<file path="src/rtl/jogo_pkg.sv">
// Shared state codes and default timing for the parametrised tic-tac-toe controller.
package jogo_pkg;

  localparam logic [3:0] ST_INICIAL            = 4'h0;
  localparam logic [3:0] ST_PREPARACAO         = 4'h1;
  localparam logic [3:0] ST_JOGA_MACRO         = 4'h2;
  localparam logic [3:0] ST_REGISTRA_MACRO     = 4'h3;
  localparam logic [3:0] ST_VALIDA_MACRO       = 4'h4;
  localparam logic [3:0] ST_JOGA_MICRO         = 4'h5;
  localparam logic [3:0] ST_REGISTRA_MICRO     = 4'h6;
  localparam logic [3:0] ST_VALIDA_MICRO       = 4'h7;
  localparam logic [3:0] ST_REGISTRA_JOGADA    = 4'h8;
  localparam logic [3:0] ST_VERIFICA_MACRO     = 4'h9;
  localparam logic [3:0] ST_REGISTRA_RESULTADO = 4'hA;
  localparam logic [3:0] ST_VERIFICA_TABULEIRO = 4'hB;
  localparam logic [3:0] ST_TROCAR_JOGADOR     = 4'hC;
  localparam logic [3:0] ST_DECIDE_MACRO       = 4'hD;
  localparam logic [3:0] ST_ESTOURO_TEMPO      = 4'hE;
  localparam logic [3:0] ST_FIM                = 4'hF;

  typedef enum logic [3:0] {
    INICIAL            = ST_INICIAL,
    PREPARACAO         = ST_PREPARACAO,
    JOGA_MACRO         = ST_JOGA_MACRO,
    REGISTRA_MACRO     = ST_REGISTRA_MACRO,
    VALIDA_MACRO       = ST_VALIDA_MACRO,
    JOGA_MICRO         = ST_JOGA_MICRO,
    REGISTRA_MICRO     = ST_REGISTRA_MICRO,
    VALIDA_MICRO       = ST_VALIDA_MICRO,
    REGISTRA_JOGADA    = ST_REGISTRA_JOGADA,
    VERIFICA_MACRO     = ST_VERIFICA_MACRO,
    REGISTRA_RESULTADO = ST_REGISTRA_RESULTADO,
    VERIFICA_TABULEIRO = ST_VERIFICA_TABULEIRO,
    TROCAR_JOGADOR     = ST_TROCAR_JOGADOR,
    DECIDE_MACRO       = ST_DECIDE_MACRO,
    ESTOURO_TEMPO      = ST_ESTOURO_TEMPO,
    FIM                = ST_FIM
  } estado_t;

  localparam int SETTLE_CYC_DEF       = 4;
  localparam int VALID_CYC_DEF        = 3;
  localparam int END_HOLD_CYC_DEF     = 5;
  localparam int MOVE_TIMEOUT_CYC_DEF = 20;

  function automatic int max_int(input int a, input int b);
    return (a > b) ? a : b;
  endfunction

endpackage

</file>
<file path="src/rtl/contador_espera.sv">
// Clear/enable up-counter that stops at a terminal value and flags it.
module contador_espera #(
  parameter int WIDTH = 4
) (
  input  logic             clock,
  input  logic             reset,
  input  logic             clear,
  input  logic             enable,
  input  logic [WIDTH-1:0] term,
  output logic             fim
);

  logic [WIDTH-1:0] cnt;

  // Stopping at term (rather than wrapping) keeps waits that also need an input satisfied.
  always_ff @(posedge clock) begin
    if (reset || clear)
      cnt <= '0;
    else if (enable && !fim)
      cnt <= cnt + WIDTH'(1);
  end

  assign fim = (cnt == term);

endmodule

</file>
<file path="src/rtl/unidade_controle_param.sv">
// Tic-tac-toe control FSM with internal settle/validate/hold waits, player register and move timeout.
// State codes and meanings live in jogo_pkg; db_estado exposes the code directly.
module unidade_controle_param
  import jogo_pkg::*;
#(
  parameter int   SETTLE_CYC       = SETTLE_CYC_DEF,
  parameter int   VALID_CYC        = VALID_CYC_DEF,
  parameter int   END_HOLD_CYC     = END_HOLD_CYC_DEF,
  parameter int   MOVE_TIMEOUT_CYC = MOVE_TIMEOUT_CYC_DEF,
  parameter logic JOGADOR_INICIAL  = 1'b0
) (
  input  logic       clock,
  input  logic       reset,
  input  logic       iniciar,
  input  logic       tem_jogada,
  input  logic       fim_jogo,
  input  logic       macro_vencida,
  input  logic       micro_jogada,
  output logic       sinal_macro,
  output logic       sinal_valida_macro,
  output logic       zeraR_macro,
  output logic       zeraR_micro,
  output logic       zeraEdge,
  output logic       zeraRAM,
  output logic       registraR_macro,
  output logic       registraR_micro,
  output logic       we_board,
  output logic       we_board_state,
  output logic       troca_jogador,
  output logic       jogar_macro,
  output logic       jogar_micro,
  output logic       pronto,
  output logic       jogador,
  output logic       timeout,
  output logic [3:0] db_estado
);

  localparam int WAIT_MAX = max_int(max_int(SETTLE_CYC, VALID_CYC), END_HOLD_CYC);
  localparam int WW = $clog2(max_int(WAIT_MAX, 2)) + 1;
  localparam int MW = $clog2(max_int(MOVE_TIMEOUT_CYC, 2)) + 1;
  localparam logic [MW-1:0] MOVE_TERM = MW'(MOVE_TIMEOUT_CYC > 0 ? MOVE_TIMEOUT_CYC - 1 : 0);

  estado_t       estado, prox;
  logic [WW-1:0] w_term;
  logic          w_fim, m_fim, m_en, m_clear, estouro, livre;
  logic          we_board_q, we_state_q;

  always_comb begin
    w_term = '0;
    case (estado)
      JOGA_MACRO, JOGA_MICRO, REGISTRA_JOGADA,
      REGISTRA_RESULTADO, TROCAR_JOGADOR: w_term = WW'(SETTLE_CYC - 1);
      VALIDA_MACRO, VALIDA_MICRO:         w_term = WW'(VALID_CYC - 1);
      FIM:                                w_term = WW'(END_HOLD_CYC - 1);
      default:                            w_term = '0;
    endcase
  end

  assign m_en    = (estado == JOGA_MACRO) || (estado == JOGA_MICRO);
  assign m_clear = (estado == INICIAL) || (estado == TROCAR_JOGADOR);
  assign estouro = (MOVE_TIMEOUT_CYC > 0) && m_en && m_fim;

  contador_espera #(.WIDTH(WW)) u_wcnt (
    .clock  (clock),
    .reset  (reset),
    .clear  (prox != estado),
    .enable (1'b1),
    .term   (w_term),
    .fim    (w_fim)
  );

  contador_espera #(.WIDTH(MW)) u_mcnt (
    .clock  (clock),
    .reset  (reset),
    .clear  (m_clear),
    .enable (m_en),
    .term   (MOVE_TERM),
    .fim    (m_fim)
  );

  // A completed move takes priority over a timeout expiring on the same cycle.
  always_comb begin
    prox = estado;
    case (estado)
      INICIAL:            if (iniciar) prox = PREPARACAO;
      PREPARACAO:         prox = JOGA_MACRO;
      JOGA_MACRO:         if (w_fim && tem_jogada) prox = REGISTRA_MACRO;
                          else if (estouro) prox = ESTOURO_TEMPO;
      REGISTRA_MACRO:     prox = VALIDA_MACRO;
      VALIDA_MACRO:       if (w_fim) prox = macro_vencida ? PREPARACAO : JOGA_MICRO;
      JOGA_MICRO:         if (w_fim && tem_jogada) prox = REGISTRA_MICRO;
                          else if (estouro) prox = ESTOURO_TEMPO;
      REGISTRA_MICRO:     prox = VALIDA_MICRO;
      VALIDA_MICRO:       if (w_fim) prox = micro_jogada ? JOGA_MICRO : REGISTRA_JOGADA;
      REGISTRA_JOGADA:    if (w_fim) prox = VERIFICA_MACRO;
      VERIFICA_MACRO:     prox = REGISTRA_RESULTADO;
      REGISTRA_RESULTADO: if (w_fim) prox = VERIFICA_TABULEIRO;
      VERIFICA_TABULEIRO: prox = fim_jogo ? FIM : TROCAR_JOGADOR;
      TROCAR_JOGADOR:     if (w_fim) prox = livre ? PREPARACAO : DECIDE_MACRO;
      DECIDE_MACRO:       prox = macro_vencida ? PREPARACAO : JOGA_MICRO;
      ESTOURO_TEMPO:      prox = TROCAR_JOGADOR;
      FIM:                if (w_fim && iniciar) prox = INICIAL;
      default:            prox = INICIAL;
    endcase
  end

  // Outputs are decoded from the next state so they line up with the state register.
  always_ff @(posedge clock) begin
    if (reset) begin
      estado             <= INICIAL;
      livre              <= 1'b0;
      jogador            <= JOGADOR_INICIAL;
      zeraR_macro        <= 1'b1;
      zeraR_micro        <= 1'b1;
      zeraEdge           <= 1'b1;
      zeraRAM            <= 1'b1;
      registraR_macro    <= 1'b0;
      registraR_micro    <= 1'b0;
      sinal_macro        <= 1'b0;
      sinal_valida_macro <= 1'b0;
      jogar_macro        <= 1'b0;
      jogar_micro        <= 1'b0;
      we_board_q         <= 1'b0;
      we_state_q         <= 1'b0;
      troca_jogador      <= 1'b0;
      pronto             <= 1'b0;
      timeout            <= 1'b0;
      db_estado          <= ST_INICIAL;
    end else begin
      estado <= prox;
      if (estado == PREPARACAO)
        livre <= 1'b0;
      else if (estado == ESTOURO_TEMPO)
        livre <= 1'b1;
      if (estado == TROCAR_JOGADOR && prox != TROCAR_JOGADOR)
        jogador <= ~jogador;
      zeraR_macro        <= (prox == INICIAL) || (prox == PREPARACAO);
      zeraR_micro        <= (prox == INICIAL) || (prox == PREPARACAO) || (prox == JOGA_MICRO);
      zeraEdge           <= (prox == INICIAL);
      zeraRAM            <= (prox == INICIAL);
      registraR_macro    <= (prox == REGISTRA_MACRO) || (prox == DECIDE_MACRO);
      registraR_micro    <= (prox == REGISTRA_MICRO);
      sinal_macro        <= (prox == JOGA_MACRO) || (prox == REGISTRA_MACRO);
      sinal_valida_macro <= (prox == REGISTRA_MACRO) || (prox == VALIDA_MACRO) ||
                            (prox == REGISTRA_RESULTADO);
      jogar_macro        <= (prox == JOGA_MACRO);
      jogar_micro        <= (prox == JOGA_MICRO);
      we_board_q         <= (prox == REGISTRA_JOGADA);
      we_state_q         <= (prox == REGISTRA_RESULTADO);
      troca_jogador      <= (prox == TROCAR_JOGADOR);
      pronto             <= (prox == FIM);
      timeout            <= (prox == ESTOURO_TEMPO);
      db_estado          <= prox;
    end
  end

  // Board writes are blocked during the cycle reset is asserted.
  assign we_board       = we_board_q & ~reset;
  assign we_board_state = we_state_q & ~reset;

endmodule
</file>
<file path="config.mk">
export PLATFORM = sky130hd
export DESIGN_NAME = unidade_controle_param
export DESIGN_NICKNAME = d
export VERILOG_FILES = /design/src/rtl/jogo_pkg.sv /design/src/rtl/contador_espera.sv /design/src/rtl/unidade_controle_param.sv
export SDC_FILE = /design/constraint.sdc
export NUM_CORES = 1
export LEC_CHECK = 0
export ABC_AREA = 1
export CAP_MARGIN = 15
export CORE_ASPECT_RATIO = 1.2
export CORE_MARGIN = 4
export CORE_UTILIZATION = 49
export DETAILED_ROUTE_END_ITERATION = 6
export PLACE_DENSITY = 0.85
export SYNTH_ARGS = -nofsm -noshare
export SYNTH_HDL_FRONTEND = slang
export SYNTH_SLANG_ARGS = --single-unit
</file>
<file path="constraint.sdc">
create_clock -name clock -period 1.55 [get_ports clock]
set_clock_uncertainty 0.05 [all_clocks]
set_input_delay 0.155 -clock clock [delete_from_list [all_inputs] [get_ports clock]]
set_output_delay 0.155 -clock clock [all_outputs]
set_load 0.01 [all_outputs]
</file>
### After elaboration in Yosys (flattened, before gate mapping)

Memory sizes are Yosys's and may differ from the RTL's. A register that Yosys moved wholly into a read port is not among the register bits.
Index checks and enable logic that the tools add are counted.

* register bits: 30
* bits in read-only memories: 48
* output and inout bits: 20
* logic and storage cells: 92
* memories kept: 1

Memory list
* (no name shown): words 16, width 3, rd ports 1, clocked after memory_dff 1, wr ports 0, line unidade_controle_param.sv:50 `case (estado)`

* add/subtract/negate cells: 2
* equality and inequality tests: 31
* multiplexer cells: 16
* bitwise operators: 4
* reduce and logical (&&, ||, !) cells: 19

Operators by type and width (count)
* case mux 4 bit (16 select lines): 1
* == test 4 bit, second input constant: 14
* 2-to-1 mux 4 bit: 13
* == test 4 x 3 -> 1 bit, second input constant: 7
* == test 4 x 2 -> 1 bit, second input constant: 4
* logical OR 1 bit: 10
* == test 4 x 1 -> 1 bit, second input constant: 2
* zero test 4 bit: 2
* adder 6 x 1 -> 6 bit, second input constant: 1
* == test 6 x 5 -> 1 bit, second input constant: 1
* logical AND 1 bit: 5
* adder 4 x 1 -> 4 bit, second input constant: 1
* == test 4 bit: 1
* inequality test 4 bit: 1
* inequality test 4 bit, second input constant: 1
* 2-to-1 mux 3 bit: 1
* AND 1 bit: 2
* 2-to-1 mux 2 bit: 1
* NOT 1 bit: 2
* OR reduction 2 bit: 1
* zero test 1 bit: 1

### Logic depth before layout (Yosys ltp)

* depth after elaboration: 9
* gate-level depth with buffers: 17

### Modules after synthesis

A second synthesis with hierarchy kept.

* cell total of the unflattened synthesis: 315
* area, all modules: 1998.2 µm²

By module, submodules not included
* unidade_controle_param: instances 1, cells an instance 190, area each 1252.5 µm²
* contador_espera at u_mcnt: instances 1, cells an instance 73, area each 432.9 µm²
* contador_espera at u_wcnt: instances 1, cells an instance 52, area each 312.8 µm²

### Least setup slack after synthesis

OpenSTA, ideal clock, no wires.

* path type: register -> register
* from: register estado[0]
* to: register u_wcnt.cnt[0]
* library setup time: 0.116 ns
* arrival time: 1.584 ns
* data required time: 1.384 ns
* setup slack: -0.200 ns
* cell stages (with the launch flop): 16
* buffers on the path: 0
* cells stage by stage: dfxtp_1 -> inv_2 -> nor2_2 -> nand2_2 -> nand2_4 -> nand2_2 -> nand2_1 -> nand2_1 -> nand3_2 -> nand3_2 -> nand2_4 -> nand2_1 -> nand2_1 -> nor2_1 -> nand2_1 -> nor2_1

* longest elaborated chain between the ends: 8
* elaborated cells on any way between the ends: 31
* those cells by class: eq/ne: 16; mux: 11; reduce/logical: 4

RTL lines
* from (decl): line unidade_controle_param.sv:43 `estado_t estado, prox;`
* from (signal assigned): line unidade_controle_param.sv:130 `estado <= prox;`
* == test 4 x 2 -> 1 bit or == test 4 x 3 -> 1 bit (tied branches): line unidade_controle_param.sv:59, unidade_controle_param.sv:84
* logical OR 1 bit: line unidade_controle_param.sv:59 `assign m_en = (estado == JOGA_MACRO) || (estado == JOGA_MICRO);`
* logical AND 1 bit: line unidade_controle_param.sv:61 `assign estouro = (MOVE_TIMEOUT_CYC > 0) && m_en && m_fim;`
* 2-to-1 mux 4 bit: line unidade_controle_param.sv:88, unidade_controle_param.sv:92
* 2-to-1 mux 4 bit, on equally long branches: line unidade_controle_param.sv:91, unidade_controle_param.sv:87
* case mux 4 bit (16 select lines): line unidade_controle_param.sv:84 `case (estado)`
* inequality test 4 bit *: line unidade_controle_param.sv:66 `.clear (prox != estado),`
* logical OR 1 bit *: line contador_espera.sv:17 `if (reset || clear)`
* to (signal assigned): line contador_espera.sv:20 `cnt <= cnt + WIDTH'(1);`
* to (decl): line contador_espera.sv:13 `logic [WIDTH-1:0] cnt;`

Every way passes the cells marked *; elsewhere a longest branch is shown, timed or not.
A chain may end at the register's enable or synchronous reset.

### Worst setup path in the final report

* from: register u_wcnt.cnt[2]
* to: register, netlist name w_term[0]

* longest elaborated chain between the ends: 5
* elaborated cells on any way between the ends: 13
* those cells by class: eq/ne: 1; mux: 10; reduce/logical: 2

RTL lines
* == test 4 bit *: line contador_espera.sv:23 `assign fim = (cnt == term);`
* logical AND 1 bit, on equally long branches: line unidade_controle_param.sv:102, unidade_controle_param.sv:87, unidade_controle_param.sv:91
* 2-to-1 mux 4 bit, on equally long branches: line unidade_controle_param.sv:102, unidade_controle_param.sv:87, unidade_controle_param.sv:91
* case mux 4 bit (16 select lines) *: line unidade_controle_param.sv:84
* 2-to-1 mux 4 bit (no line) *

Marked as above.

==> impl_metrics.toml <==
[timing]
fmax_mhz = 495
maxSlewHeadroom_pct = 80.3
rsz0062_at_grt = "true"
hold_viol_final = 0
finalSetupViolCount = 25
fin_crit_sh_pct = 130
period_needed_ns = 2.02
holdWs_ns = 0.443
tightest_slew_ns = 0.292
maxSlewViolCount = 0
layout_setup_ws_ns = -0.472

[placed_design]
io_buffers = 26
gp_congestion = 0.954
dp_hpwl_mm = 4.07
postPlaceCellArea_mm2 = 0.00269

[setup_path]
path_cells = "inv_2 -> nand2_2 -> nand2_4 -> nor2_4 -> nand3_2 -> a21o_1 -> nor2_2 -> nand2_4 -> nand2_4 -> inv_4 -> a21oi_2 -> nand2_1 -> nand2_1"
cp_max_fo = 5
cp-end-kind = "register"
start_kind = "register"
cpPeakStageDelay_ns = 0.37
cp.required_ns = 1.73
cp_common_cell = "nand2_4"
cpMaxStageDelayCell = "dfxtp_2"
arrival_ns = 2.20
r2r_start = "u_wcnt.cnt[2]$_SDFFE_PP0P_"
crit_family = "simple AND/OR/NAND/NOR gates"
startpoint = "u_wcnt.cnt[2]$_SDFFE_PP0P_"
path_class = "register to register"
crit_buf_inv = 2

[clock_network]
h-tree-depth = 2
clock_sinks = 33
clock_path_buffers = 2
path_clk_slew_ns = 0.08
cts_tree = "done"
insertion_delay_ns = 0.30
postCtsHoldBufs = 0
cts_buffers = 5
root_buffer = "clkbuf_8"

[floorplan]
fp.dieW_um = 64.3
rows = 24
coreArea_mm2 = 0.00366
io_pins = 27
die_y_um = 75.6
start_util_pct = 50.9
die_area_mm2 = 0.00486

[hold_path]
worstHoldStart = "jogador$_SDFFE_PP0P_"
hold_path_class = "register to register"

[synthesis]
async_flop_share_pct = 0
synth-seq-cells = 33
synthTopCellsByArea = "dfxtp_1, nand2_1, nor2_1"
ys_types = 29
yosysWarnings = 0
synth_top_area_share_pct = 35.4
avgSynthCellArea_um2 = 6.73
syn_area_mm2 = 0.00187
synth-main-ff-cell = "dfxtp_1"
yosysSeqAreaShare_pct = 35.4
synthCells = 277
synth_edf_count = 0
synthesis.nets = 286
yosysTopAreaCell = "dfxtp_1"

[global_route]
grt_max_degree = 12
grt_pass1_vias = 2085
antenna_found_initial = 0
grt_pass1_wl_mm = 9.45
track_usage_pct = 25.1
grt_overflow = 0

[power_and_ir_drop]
power_density_mw_per_mm2 = 1220
p_leak_nw = 1.46
vdd_drop_max_mv = 0.812

[status]
status = "finished with violations"
violations = "negative setup slack"

[drt]
drtAntennaViolNets = 0
vias = 2344
drc_errors = 0
drt_iter0_drc = 178
wl_mm = 7.31
vias_per_cell = 5.54
wl_per_cell_um = 17.3
firstDrtPassIters = 7

[cells_and_area]
nets = 379
nFillCells = 185
drive_above_1_share_pct = 52.3
antenna_cells = 0
finalInstanceArea_mm2 = 0.00314
area_growth_pct = 68.1

[flow_run]
drv_cap = 0
-- final cells by class --
type	instances	area [µm²]	area share [%]
clock buffer	5	68.8	2.19
inverter	47	196	6.26
clock inverter	3	17.5	0.559
tap	52	65.1	2.08
multi-input combinational	195	1360	43.4
timing repair buffer	88	742	23.7
sequential	33	686	21.9
-- worst paths after layout --
check	endpoint	slack, ns	cells past startpoint
min reg2reg	jogador$_SDFFE_PP0P_	0.44	2
max	w_term[0]$_DFF_P_	-0.47	13
min	jogador$_SDFFE_PP0P_	0.44	2
max reg2reg	w_term[0]$_DFF_P_	-0.47	13
-- metrics by stage --
| step | std cells | setup WS (ns) | power, W | utilization, % | setup TNS (ns) |
|---|---|---|---|---|---|
| 6_report | 423 | -0.472 | 0.00383 | 85.6 | -8.47 |
| 2_1_floorplan | 277 | -0.0463 | 0.00201 | - | -0.367 |
| 3_5_place_dp | 405 | -0.308 | 0.00266 | 73.3 | -4.79 |
| 3_3_place_gp | 405 | -0.223 | 0.00264 | 73.3 | -3.64 |
| 4_1_cts | 414 | -0.266 | 0.00334 | 77.1 | -4.47 |
| 5_1_grt | 423 | -0.571 | 0.00400 | 85.6 | -10.72 |
-- power breakdown --
part           internal [W]  switching, W  total [W]
sequential         0.000960     0.0000860    0.00105
combinational      0.000880       0.00125    0.00213
clock              0.000310      0.000346   0.000656
-- Yosys cell counts (all sizes together) (2+ instances only) --
library cell   n
a21oi         13
buf            2
dfxtp         33
ha             2
inv           47
nand2         78
nand3         23
nand4          6
nor2          50
nor3           4
nor4           3
o21ai          6
or2            2
xor2           3
-- cells in the final DEF, fill, tap and decap left out, drive strengths merged --
master         synthesis  routed
nand4                  6       6
clkbuf                 0       5
inv                   47      47
a21oi                 13      13
a21o                   1       1
nor4                   3       3
nand3                 23      23
nor2                  50      50
clkinv                 0       2
nor3                   4       4
o21ai                  6       6
o21bai                 1       1
clkdlybuf4s50          0      24
dlygate4sd2            0       2
or2                    2       2
nor3b                  1       1
dfxtp                 33      33
ha                     2       2
nand2                 78      78
o21a                   1       1
clkinvlp               0       1
o211ai                 1       1
buf                    2      62
xor2                   3       3
-- worst reg2reg max path: stages, from the launching register on --
cell and delay (ns):
dfxtp_2 0.37, inv_2 0.05, nand2_2 0.07, nand2_4 0.06
nor2_4 0.20, nand3_2 0.14, a21o_1 0.23, nor2_2 0.17
nand2_4 0.12, nand2_4 0.11, inv_4 0.06, a21oi_2 0.12
nand2_1 0.10, nand2_1 0.10
-- registers in the layout, indices dropped and copies added (netlist names), 3 cells and up --
register    flops
estado          4
u_mcnt.cnt      6
u_wcnt.cnt      4
w_term          3
-- cells by family after synthesis --
| kind of cell | synth area share [%] |
|---|---|
| flops | 35.4 |
| buf+inv | 10.1 |
| xor+xnor | 1.41 |
| simple gates | 45.0 |
| compound gates | 6.71 |
| fa+ha+maj | 1.34 |
-- what timing repair did --
item / CTS / global route
gates resized for setup: 17 / 74
hold endpoints to repair: 0 / 0
pin swaps: 3 / 27
setup endpoints to repair: 30 / 29
setup buffers: 1 / 9
-- layer usage --
| metal | track usage (%) | part of all wire [%] | up-vias |
|---|---|---|---|
| met5 | 0 | 0 | - |
| met1 | 27.7 | 34 | 1069 |
| met2 | 46.3 | 51 | 163 |
| met3 | 5.60 | 7.5 | 59 |
| li1 | - | - | 1053 |
| met4 | 11.7 | 6.7 | 0 |
No activity file was read; power rests on OpenSTA's default activity.
